<file path="src/rtl/nco_pkg.sv">
// Shared types and default widths for the multi-waveform NCO.
package nco_pkg;

   typedef enum logic [1:0] {
      NCO_SAW    = 2'd0,
      NCO_TRI    = 2'd1,
      NCO_SQUARE = 2'd2,
      NCO_PULSE  = 2'd3
   } nco_mode_e;

   localparam int NCO_N_DEFAULT     = 8;
   localparam int NCO_ACC_W_DEFAULT = 24;

endpackage

</file>
<file path="src/rtl/nco_shaper.sv">
// Combinational waveform shaper: maps an accumulator phase to one N-bit sample.
module nco_shaper
   import nco_pkg::*;
#(
   parameter int N     = NCO_N_DEFAULT,
   parameter int ACC_W = NCO_ACC_W_DEFAULT
) (
   input  logic [ACC_W-1:0] phase,
   input  nco_mode_e        mode,
   input  logic [N-1:0]     pw,
   output logic [N-1:0]     sample
);

   logic [N-1:0] top;
   logic [N-1:0] t;
   logic         msb;
   logic         unused_phase_bits;

   assign top = phase[ACC_W-1 -: N];
   assign t   = phase[ACC_W-2 -: N];
   assign msb = phase[ACC_W-1];

   // Low phase bits only matter for accumulation, not for shaping.
   assign unused_phase_bits = ^phase;

   always_comb begin
      sample = '0;
      case (mode)
         NCO_SAW:    sample = top;
         NCO_TRI:    sample = msb ? ~t : t;
         NCO_SQUARE: sample = msb ? '1 : '0;
         NCO_PULSE:  sample = (top < pw) ? '1 : '0;
         default:    sample = '0;
      endcase
   end

endmodule

</file>
<file path="src/rtl/nco_multi.sv">
// Multi-waveform NCO: phase accumulator with frequency/mode updates deferred to phase wrap.
module nco_multi
   import nco_pkg::*;
#(
   parameter int N     = NCO_N_DEFAULT,
   parameter int ACC_W = NCO_ACC_W_DEFAULT
) (
   input  logic             clk,
   input  logic             rst,
   input  logic             next,
   input  logic [ACC_W-1:0] ftw,
   input  logic             ftw_load,
   input  nco_mode_e        mode,
   input  logic [N-1:0]     pw,
   input  logic             sync,
   output logic [N-1:0]     wave,
   output logic             wave_valid,
   output logic             wrap
);

   logic [ACC_W-1:0] phase_q,    phase_d;
   logic [ACC_W-1:0] ftw_act_q,  ftw_act_d;
   logic [ACC_W-1:0] ftw_pend_q, ftw_pend_d;
   nco_mode_e        mode_act_q, mode_act_d;
   nco_mode_e        mode_pend_q, mode_pend_d;
   logic             pend_flag_q, pend_flag_d;
   logic [N-1:0]     wave_q,     wave_d;
   logic             wave_valid_q, wave_valid_d;
   logic             wrap_q,     wrap_d;

   logic [ACC_W:0]   sum;
   logic             apply_new;
   logic             apply_pend;
   logic [N-1:0]     shaped;

   // sync outranks next; a load coinciding with an apply point bypasses the pending stage.
   always_comb begin
      phase_d      = phase_q;
      ftw_act_d    = ftw_act_q;
      ftw_pend_d   = ftw_pend_q;
      mode_act_d   = mode_act_q;
      mode_pend_d  = mode_pend_q;
      pend_flag_d  = pend_flag_q;
      wave_valid_d = 1'b0;
      wrap_d       = 1'b0;
      apply_new    = 1'b0;
      apply_pend   = 1'b0;
      sum          = {1'b0, phase_q} + {1'b0, ftw_act_q};

      if (sync) begin
         phase_d      = '0;
         wave_valid_d = 1'b1;
         if (ftw_load) begin
            apply_new = 1'b1;
         end else if (pend_flag_q) begin
            apply_pend = 1'b1;
         end
      end else if (next) begin
         phase_d      = sum[ACC_W-1:0];
         wave_valid_d = 1'b1;
         wrap_d       = sum[ACC_W];
         if (sum[ACC_W]) begin
            if (ftw_load) begin
               apply_new = 1'b1;
            end else if (pend_flag_q) begin
               apply_pend = 1'b1;
            end
         end
      end

      if (apply_new) begin
         ftw_act_d   = ftw;
         mode_act_d  = mode;
         pend_flag_d = 1'b0;
      end else if (apply_pend) begin
         ftw_act_d   = ftw_pend_q;
         mode_act_d  = mode_pend_q;
         pend_flag_d = 1'b0;
      end else if (ftw_load) begin
         ftw_pend_d  = ftw;
         mode_pend_d = mode;
         pend_flag_d = 1'b1;
      end
   end

   // The sample is shaped from the post-update phase and whichever mode is active after this step.
   nco_shaper #(
      .N     (N),
      .ACC_W (ACC_W)
   ) u_shaper (
      .phase  (phase_d),
      .mode   (mode_act_d),
      .pw     (pw),
      .sample (shaped)
   );

   always_comb begin
      wave_d = wave_q;
      if (sync || next) begin
         wave_d = shaped;
      end
   end

   always_ff @(posedge clk or posedge rst) begin
      if (rst) begin
         phase_q      <= '0;
         ftw_act_q    <= '0;
         ftw_pend_q   <= '0;
         mode_act_q   <= NCO_SAW;
         mode_pend_q  <= NCO_SAW;
         pend_flag_q  <= 1'b0;
         wave_q       <= '0;
         wave_valid_q <= 1'b0;
         wrap_q       <= 1'b0;
      end else begin
         phase_q      <= phase_d;
         ftw_act_q    <= ftw_act_d;
         ftw_pend_q   <= ftw_pend_d;
         mode_act_q   <= mode_act_d;
         mode_pend_q  <= mode_pend_d;
         pend_flag_q  <= pend_flag_d;
         wave_q       <= wave_d;
         wave_valid_q <= wave_valid_d;
         wrap_q       <= wrap_d;
      end
   end

   assign wave       = wave_q;
   assign wave_valid = wave_valid_q;
   assign wrap       = wrap_q;

endmodule
</file>
<file path="config.mk">
export PLATFORM = sky130hd
export DESIGN_NAME = nco_multi
export DESIGN_NICKNAME = d
export VERILOG_FILES = /design/src/rtl/nco_pkg.sv /design/src/rtl/nco_shaper.sv /design/src/rtl/nco_multi.sv
export SDC_FILE = /design/constraint.sdc
export NUM_CORES = 1
export LEC_CHECK = 0
export BUFFER_PORTS_ARGS = -buffer_cell sky130_fd_sc_hd__buf_2
export CAP_MARGIN = 10
export CELL_PAD_IN_SITES_DETAIL_PLACEMENT = 1
export CELL_PAD_IN_SITES_GLOBAL_PLACEMENT = 1
export CORE_ASPECT_RATIO = 1.25
export CORE_UTILIZATION = 40
export CTS_CLUSTER_SIZE = 8
export DETAILED_ROUTE_END_ITERATION = 12
export GPL_TIMING_DRIVEN = 0
export PLACE_DENSITY = 0.74
export SETUP_SLACK_MARGIN = 0.15
export SYNTH_ARGS = -nofsm -noshare
export SYNTH_HDL_FRONTEND = slang
export SYNTH_SLANG_ARGS = --single-unit
</file>
<file path="constraint.sdc">
create_clock -name clk -period 5.3 [get_ports clk]
set_clock_uncertainty 0.1 [all_clocks]
set_input_delay 0 -clock clk [delete_from_list [all_inputs] [get_ports clk]]
set_output_delay 0 -clock clk [all_outputs]
set_load 0.01 [all_outputs]
</file>
* After elaboration in Yosys (flattened, before gate mapping)
Index checks and enable logic that the tools add are counted.
Word-level totals: register bits 87, input bits 39, output and inout port bits 10
Operators by class: add/subtract/negate cells 1, magnitude comparators 1, equality and inequality tests 3, multiplexer cells 26, bitwise logic cells 3, reductions and logical operators 6
Operators by type and width (number):
- 24-bit two-way mux | 4
- 8-bit case mux with 4 select lines | 1
- 24-bit by 24-bit adder with 25-bit output | 1
- 8-bit two-way mux | 3
- 1-bit two-way mux | 16
- 8-bit < comparator | 1
- 8-bit inverter | 1
- 2-bit equality test (second input constant) | 2
- 2-bit two-way mux | 2
- 2-bit nonzero test | 2
- 3-bit AND reduction | 1
- 3-bit nonzero test | 1
- 2-bit by 1-bit equality test with 1-bit output (second input constant) | 1
- 2-bit zero test | 1
- 1-bit inverter | 2
- 1-bit logical OR | 1

* Depth between registers and ports, before layout
Gate-level depths: netlist of run 1.
word-level depth 9, depth in mapped cells 16, depth with buffers taken out 16

* Cells and area by module
From an unflattened synthesis of run 1, not the netlist that was laid out.
Unflattened totals: cell total of the unflattened synthesis 561, area total of the unflattened synthesis 5569.1 µm²
Modules (own cells, without submodules):
- nco_multi | instances 1, cells an instance 492, area an instance 5102.4 µm², seq. area each 2177.1 µm²
- nco_shaper | instances 1, cells an instance 69, area an instance 466.7 µm², seq. area each 0.0 µm²

* Least setup slack after synthesis of run 1
No wires, ideal clock.
path kind reg-to-reg, from register phase_q[6], to register wave_q[5], in the netlist wave[5], setup time 0.082 ns, arrival time 3.749 ns, required time 5.118 ns, slack 1.369 ns, stages on the path, launching flop included 15, period minus slack after synthesis 3.931 ns, cells stage by stage dfrtp_1 ha_1 a211oi_1 o211ai_1 a31o_2 a211oi_4 nor3_1 or3b_1 ha_1 a211oi_1 nand3_1 a21o_1 a221oi_1 a32oi_4 a31oi_1
On the way: elaborated cells between the ends (all ways) 21
RTL lines:
- start, declared | line nco_multi.sv:21 | logic [ACC_W-1:0] phase_q, phase_d;
- start signal, assigned | line nco_multi.sv:116 | phase_q <= phase_d;
- 24-bit by 24-bit adder with 25-bit output | line nco_multi.sv:48 | sum = {1'b0, phase_q} + {1'b0, ftw_act_q};
- 24-bit two-way mux | line nco_multi.sv:58 | end else if (next) begin
- 24-bit two-way mux | line nco_multi.sv:50 | if (sync) begin
- named net phase_d[19] | line nco_multi.sv:21
- 8-bit < comparator | line nco_shaper.sv:32 | NCO_PULSE: sample = (top < pw) ? '1 : '0;
- 8-bit two-way mux | line nco_shaper.sv:32
- 8-bit case mux with 4 select lines | line nco_shaper.sv:28 | case (mode)
- end signal, assigned | line nco_multi.sv:122 | wave_q <= wave_d;
- end, declared | line nco_multi.sv:27 | logic [N-1:0] wave_q, wave_d;
The timed path passes the listed nets, and every way through them passes these cells. The select of a mux whose other input is x is not followed. A chain may end at the register's enable or synchronous reset.

* Worst setup path in the final report of run 1
from register phase_q[1], to register wave_q[6], in the netlist wave[6]
Same word-level chain as after synthesis.

==> flow_results.org, run 1 <==
** Floorplan
- The initial utilization of the core area, before any placement, comes to 0.411.
- Die outline area :: 0.0141 sq mm
- Placeable core region :: 0.0133 sq mm
- In this run the count of I/O pins placed on the die edge is 49.
- Standard-cell rows :: 47
- The die is 133 um tall.
- The floorplan step set the die width to 107 um.

** Run
- Across the run, the number of max-cap violations was 0.

** Placed design
- Gpl congestion :: 0.959
- In this run the tool buffered the top-level ports with 48 buffer cells.
- Place WS :: 0.491 ns
- DP Wirelength :: 12400 um

** Routing
- Detail-routed net length per standard cell :: 19.9 um
- Summing over every cut layer, the via total after detailed routing is 4961.
- In the routed layout, each cell is associated on average with a via count of 5.95.
- For this run, design rule violations remaining after detail routing come to 0.
- The first routing iteration left 185 violations.
- Routed wire length :: 16600 um
- Number of nets with antenna violations after detailed routing :: 0
- The first TritonRoute pass finished after 4 iterations.

** Yosys
- Most common cell in the netlist :: sky130_fd_sc_hd__dfrtp_1
- Of all flip-flops after synthesis, the portion carrying an async set or reset was 1.00.
- Of the synthesized area, sequential elements account for 0.399.
- Post-synth EDFFs :: 0
- The share of synthesized area in the top cell type comes to 0.399.
- Most used flip-flop cell after synthesis :: sky130_fd_sc_hd__dfrtp_1
- During synthesis, Yosys emitted a total of 0 warnings.
- Gate count after technology mapping :: 570
- In this run, distinct cell masters in the synthesized netlist total 64.
- Of all cell types, the one taking the most synthesized area is sky130_fd_sc_hd__dfrtp_1.
- Dividing the synthesized area by the synthesized cell count gives 9.58 sq um.
- Most numerous cell types in the synthesized netlist :: sky130_fd_sc_hd__dfrtp_1, sky130_fd_sc_hd__a21oi_1, sky130_fd_sc_hd__o22ai_1
- Synthesized Nets :: 641
- Post-synthesis sequential element count :: 87
- Summed instance area of the synthesized netlist :: 0.00546 sq mm
- By area the synthesized netlist is led by sky130_fd_sc_hd__dfrtp_1, sky130_fd_sc_hd__ha_1, sky130_fd_sc_hd__a21oi_1.

** Clock network
- Post-CTS repair timing setup buffer count :: 0
- In this run, post-CTS repair resized a total of 0 instances.
- The longest clock path from root to sink contains 2 buffers.
- In this run, CTS created clock tree buffers numbering 9.
- Latest clock arrival within the worst-skew pair :: 0.34 ns
- CTS tree :: done
- After clock tree synthesis, the clock-pin slew on the worst setup and hold paths is 0.07 ns.
- The cell sitting at the root of the clock tree is a sky130_fd_sc_hd__clkbuf_16.
- The H-tree was split into 3 levels.
- Count of hold-fix buffers inserted at cts :: 27
- For this design, the sink count on the clock tree is 87.

** STA
- Hold Vio Cnt, Final :: 0
- Worst setup margin :: 0.470 ns
- For the pin with the worst max-slew slack, the measured transition is 0.850 ns.
- Sum of negative setup slack :: 0 ns
- Setup repair after global routing left no endpoint under its margin.
- Headroom to the max-slew limit came out at 0.426.
- The worst path in the final design needs a cycle of 4.83 ns, including I/O delays and setup.
- Final Max Tran Viols :: 0
- Final setup violation count :: 0
- Period utilization :: 0.911
- Based on the critical path, the design can be clocked at up to 207 MHz.

** GRT
- For this run the aggregate overflow at the end of global routing stands at 0.
- The first global-routing pass estimated 27200 um of wire.
- Via count of the first global-routing pass :: 5289
- The number of antenna violations at the first check in global routing is 0.
- Largest net degree at the start of global routing :: 72
- Across every metal layer, demand over resource in global routing totals 0.246.

** Layout
- The number of antenna diodes in the final layout is 0.
- P&R area growth vs syn :: 19.9%
- For this run, the share of the core covered by cells in the final layout is 0.493.
- Fill cells in the final layout number 1553.
- For this run, the post-layout net count is 729.
- Ratio of cells with drive above 1 in the final layout :: 0.178

** Setup path
- At the worst endpoint, the arrival time is 4.98 ns.
- Critical path class :: register to register
- Worst setup EP type :: register
- Worst Setup Start Kind :: register
- Crit Reg-Reg Startpoint :: phase_q[1]
- Reg-to-reg slack, setup :: 0.47 ns
- Reg2Reg Depth :: 14
- At the worst endpoint, the required time is 5.45 ns.
- The endpoint identified for the worst register-to-register timing path is wave[6].
- Maximum net fanout on the critical path :: 8

** Power
- Clock power share :: 0.161
- P per Cell Area :: 675 mW/mm^2
- Static leakage power :: 2.89 nW
- Pint :: 0.00241 W
- Worst ir drop on vdd :: 0.000214 V
- Of the total power, the share spent switching nets is 0.455.
- Of the total power, registers draw 0.264.
- Switching pwr :: 0.00201 W
- Of the total power, combinational logic draws 0.575.

** Outcome
- The run finished with clean final reports.

** Min path
- In this run the most critical hold path is launched from ftw_load.
- The worst hold path terminates at pend_flag_q.
- Kind of path behind the tightest hold check :: input port to register
- Counting instances, the worst hold path has a depth of 3.
[metrics by stage]
stage / hold slack (ns) / cell area, sq um / cells / total power [W]
after floorplan: 0.0516 / 5460 / 570 / 0.00299
after global placement: 0.148 / 5910 / 789 / 0.00354
after detailed placement: -0.139 / 5950 / 791 / 0.00367
after CTS: 0.0156 / 6550 / 834 / 0.00442
after global routing: 0.0616 / 6550 / 834 / 0.00473
final: 0.0106 / 6550 / 834 / 0.00442
[cells in the final DEF (no fill, tap or decap), types with 10 or more instances in the layout]
cell type / count
sky130_fd_sc_hd__o22ai_1: 45
sky130_fd_sc_hd__dlygate4sd3_1: 27
sky130_fd_sc_hd__xnor2_1: 19
sky130_fd_sc_hd__a21o_1: 14
sky130_fd_sc_hd__a31oi_1: 10
sky130_fd_sc_hd__clkbuf_1: 16
sky130_fd_sc_hd__buf_2: 58
sky130_fd_sc_hd__inv_1: 23
sky130_fd_sc_hd__nor2_1: 32
sky130_fd_sc_hd__ha_1: 31
sky130_fd_sc_hd__o21ai_0: 21
sky130_fd_sc_hd__mux2_2: 26
sky130_fd_sc_hd__a21oi_1: 59
sky130_fd_sc_hd__dfrtp_1: 87
sky130_fd_sc_hd__a211oi_1: 10
sky130_fd_sc_hd__nand2_1: 39
[sequential cells by signal (all words and copies together) (netlist names)]
register,flops
ftw_act_q,24
ftw_pend_q,24
phase_q,24
wave,8
mode_act_q,2
mode_pend_q,2
pend_flag_q,1
wave_valid,1
wrap,1
[routing by layer]
metal  part of all wire  GRT usage
met5                  0          0
met4              0.032      0.103
met3              0.025     0.0296
met2               0.52      0.442
met1               0.42      0.295
[power by group through the flow]
stage                     Clock, W  Combinational [W]  Sequential (W)
after floorplan                  0            0.00189         0.00110
after detailed placement         0            0.00250         0.00117
final                     0.000711            0.00254         0.00117
after global routing      0.000746            0.00279         0.00120
after CTS                 0.000722            0.00253         0.00116
after global placement           0            0.00239         0.00115
[logic make-up (layout without fill, tap and decap cells)]
family | after synthesis | count (layout) | share of synthesized area
AOI/OAI and AO/OA | 218 | 218 | 0.272
xor gates and xnor gates | 25 | 25 | 0.0401
adders and majority gates | 32 | 32 | 0.0747
buffers and inverters | 57 | 150 | 0.0445
DFF | 87 | 87 | 0.399
muxes | 34 | 34 | 0.0692
and+or+nand+nor | 117 | 117 | 0.101
[worst max-delay path, stage by stage (launching register included)]
cell and delay (ns):
sky130_fd_sc_hd__dfrtp_1 0.41, sky130_fd_sc_hd__ha_1 0.32, sky130_fd_sc_hd__a211oi_1 0.34, sky130_fd_sc_hd__o211ai_1 0.22
sky130_fd_sc_hd__a31o_2 0.32, sky130_fd_sc_hd__a211oi_4 0.39, sky130_fd_sc_hd__nor3_1 0.12, sky130_fd_sc_hd__or3b_1 0.49
sky130_fd_sc_hd__ha_1 0.34, sky130_fd_sc_hd__a211oi_1 0.33, sky130_fd_sc_hd__nand3_1 0.12, sky130_fd_sc_hd__a21o_1 0.18
sky130_fd_sc_hd__a221oi_1 0.51, sky130_fd_sc_hd__a32oi_4 0.30, sky130_fd_sc_hd__a31oi_1 0.25
[layout make-up]
cell class | count | area (sq um) | share of cell area
Buffer | 31 | 143 | 0.0218
Sequential cell | 87 | 2180 | 0.333
Clock inverter | 7 | 103 | 0.0157
Timing Repair Buffer | 77 | 543 | 0.0829
Inverter | 26 | 103 | 0.0157
Clock buffer | 9 | 225 | 0.0344
Multi-Input combinational cell | 426 | 3040 | 0.464
Tap cell | 171 | 214 | 0.0327
[worst max-delay path by stage]
stage / slack (ns) / from / end
6_report: 0.47 / phase_q[1] / wave[6]
2_1_floorplan: 1.37 / phase_q[6] / wave[5]
4_1_cts: 0.47 / ftw_act_q[6] / wave[3]
5_1_grt: 0.21 / ftw_act_q[0] / wave[6]
3_3_place_gp: 0.57 / ftw_act_q[6] / wave[2]
3_5_place_dp: 0.49 / ftw_act_q[6] / wave[3]
(Power assumes the default switching activity.)
==> run 2, diff against run 1 <==
--- a/config.mk
+++ b/config.mk
@@ -9,7 +9,6 @@
 export CAP_MARGIN = 10
 export CELL_PAD_IN_SITES_DETAIL_PLACEMENT = 1
 export CELL_PAD_IN_SITES_GLOBAL_PLACEMENT = 1
-export CORE_ASPECT_RATIO = 1.25
 export CORE_UTILIZATION = 40
 export CTS_CLUSTER_SIZE = 8
 export DETAILED_ROUTE_END_ITERATION = 12
==> run 2 against run 1 <==
Net effect: global-route usage shrank 0.29 points; worst hold slack better by 0.064 ns; critical path depth unchanged; sequential power about the same; power fell by 3.2%; clock-buffer cell count stayed put; core utilization shrank 0.30 points; setup slack improved by 0.078 ns; via count fell by 0.22%; critical endpoint is now wave[4]; largest cell class unchanged.
==> flow_results.org, run 2 (synthesis gave the netlist of run 1 again) <==
** Setup path
- Ordered cell list for the critical path :: ha_1 -> a211oi_1 -> o211ai_1 -> a31o_2 -> a211oi_4 -> nor3_1 -> or3b_1 -> ha_1 -> a211oi_1 -> nand3_1 -> a21o_1 -> a221oi_1 -> a32oi_4 -> a31oi_1
- Maximum net fanout on the critical path :: 8
- Worst Path Arrival :: 4.91 ns
- The worst setup path is captured at a register.
- Start point of the critical path :: phase_q[6]
- The worst register-to-register path has a setup slack of 0.55 ns.
- Crit Reg-Reg Startpoint :: phase_q[6]
- Reg2Reg Depth :: 14
- The worst setup path is launched from a register.
- Cell with the biggest individual delay on the critical path :: sky130_fd_sc_hd__a221oi_1
- Req. time, crit path :: 5.46 ns
- CP peak stage delay :: 0.51 ns
- The worst setup path is of the register to register kind.
- The worst register-to-register path ends at wave[4].

** STA
- Hold Vio Cnt, Final :: 0
- Highest attainable clock frequency :: 210 MHz
- Slew of the pin with the lowest slew margin :: 1.07 ns
- Sum of negative setup slack :: 0 ns
- Worst setup margin :: 0.548 ns
- Final Max Tran Viols :: 0
- Worst relative slew slack :: 0.279
- Period utilization :: 0.897
- Final setup violation count :: 0
- For the finished layout, the period the worst path requires is 4.75 ns.
- Setup repair after global routing missed its margin :: false

** Power
- Static leakage power :: 2.85 nW
- Worst ir drop on vdd :: 0.000235 V
- Combinational fraction of design power :: 0.582
- Sequential share of power :: 0.274
- Summed over all nets, the switching power comes to 0.00197 W.
- The design draws 0.00428 W.
- The share of total power dissipated in the clock network is 0.144.
- In this run the power density over the cells is 657 mW/mm^2.
- Of the total power, the share spent switching nets is 0.461.
- Pint :: 0.00231 W

** Layout
- Relative to the synthesized area, the layout overhead comes to 19.2%.
- At the end of the flow, the number of nets in the layout was 729.
- The finished cells cover 0.00651 sq mm.
- Number of filler instances in the final layout :: 1564
- Ratio of cells with drive above 1 in the final layout :: 0.176
- Excluding fillers, the count of instances in the completed layout stands at 839.
- Footprint of the flip-flops and latches :: 0.00218 sq mm
- Diodes inserted :: 0
- Top library cells by usage in the layout, fill and taps aside :: sky130_fd_sc_hd__dfrtp_1, sky130_fd_sc_hd__a21oi_1, sky130_fd_sc_hd__buf_2
- The library cell used most frequently in the layout, excluding fill and tap cells, is sky130_fd_sc_hd__dfrtp_1.
- In the final layout, the multi-input gates occupy 0.00304 sq mm.
- Largest registers :: ftw_act_q (24), ftw_pend_q (24), phase_q (24)

** Routing
- Total via count in the routed design :: 4950
- Number of remaining DRC errors :: 0
- Starting DRC count in detailed routing :: 227
- The count of nets left with antenna violations once routing finished came out at 0.
- In the final routed layout, each cell accounts on average for 19.4 um.
- The pre-antenna-repair detailed-routing pass consisted of 4 iterations.
- Detail-routed via count per cell :: 5.90
- The routed design has 16200 um of wire.

** Floorplan
- Die height :: 119 um
- The core region is 0.0133 sq mm.
- Horizontal die dimension :: 119 um
- Initial core utilization :: 0.411
- The floorplan has 42 rows.
- # IOs :: 49
- The die covers 0.0141 sq mm.

** Run
- The tool flagged a number of max-cap violations equal to 0.

** Placed design
- Counting tap cells, the placed design contains a total of 795 instances.
- Place WS :: 0.509 ns
- Summing all placed instances gives a cell area of 0.00595 sq mm.
- Gpl congestion :: 0.903
- After legalization and detailed placement, the total HPWL measured 12000 um.
- Input and output buffers added on the ports amount to 48.

** Clock network
- Register clock-pin slew on the reported worst setup and hold paths :: 0.07 ns
- Number of buffers on the longest clock path :: 2
- The tree is rooted in a sky130_fd_sc_hd__clkbuf_16.
- Latest clock arrival within the worst-skew pair :: 0.36 ns
- Once the clock tree was built, the setup fixing pass inserted 0 buffers.
- Buffers inserted during clock tree synthesis total 9.
- Deepest level of the CTS H-tree :: 3
- The tree built by TritonCTS fans out to 87 sinks.
- CTS tree :: done

** GRT
- The number of global-route vias before repair was 5165.
- In the global route stage, overall resource usage came out at 0.243.
- Largest net degree at the start of global routing :: 65
- Number of antenna violations at the first check in global routing :: 0
- Global routing finished with a remaining overflow of 0.
- The first global-routing pass estimated 26600 um of wire.

** Outcome
- Outcome :: finished clean

** Min path
- The min-delay analysis places its worst path in the category input port to asynchronous set/reset pin.
## run 2: routing by layer
layer / vias to the layer above / part of all wire / global-route usage
met5: - / 0 / 0
li1: 2317 / - / -
met4: 0 / 0.016 / 0.0949
met1: 2498 / 0.45 / 0.307
met3: 21 / 0.043 / 0.0321
met2: 114 / 0.50 / 0.422
## run 2: repair_timing
action / CTS / global route
hold endpoints to repair: 138 / 0
hold buffers: 28 / 0
resized for setup: 0 / 0
## run 2: worst max path at each step
stage / end / slack, ns / depth (start not counted)
4_1_cts: wave[4] / 0.49 / 14
6_report: wave[4] / 0.55 / 14
3_5_place_dp: wave[4] / 0.51 / 14
3_3_place_gp: wave[4] / 0.57 / 14
5_1_grt: wave[4] / 0.23 / 14
2_1_floorplan: wave[5] / 1.37 / 14
## run 2: metrics by stage
step,hold slack [ns],util
3_3_place_gp,0.150,0.445
2_1_floorplan,0.0516,-
3_5_place_dp,-0.0864,0.448
4_1_cts,0.0906,0.490
5_1_grt,0.113,0.490
6_report,0.0750,0.490
## run 2: power by group through the flow
stage,logic (W),registers (W),clock network [W]
2_1_floorplan,0.00189,0.00110,0
3_3_place_gp,0.00235,0.00115,0
3_5_place_dp,0.00245,0.00117,0
4_1_cts,0.00248,0.00117,0.000629
5_1_grt,0.00275,0.00120,0.000652
6_report,0.00249,0.00117,0.000618
## run 2: worst max-delay path, delay by kind of cell, from the launching register on
kind                     cells  cell delay [ns]
AO/OA/AOI/OAI                9             2.72
adder cells (fa/ha/maj)      2             0.74
flip-flops                   1             0.39
AND/OR/NAND/NOR              3             0.69
## run 2: cell type report
class,instances,area share
sequential,87,0.334
clock inverter,7,0.00826
buffer,31,0.0219
inverter,26,0.0158
tap,176,0.0338
timing repair buffer,77,0.0842
clock buffer,9,0.0346
multi-input combinational,426,0.467
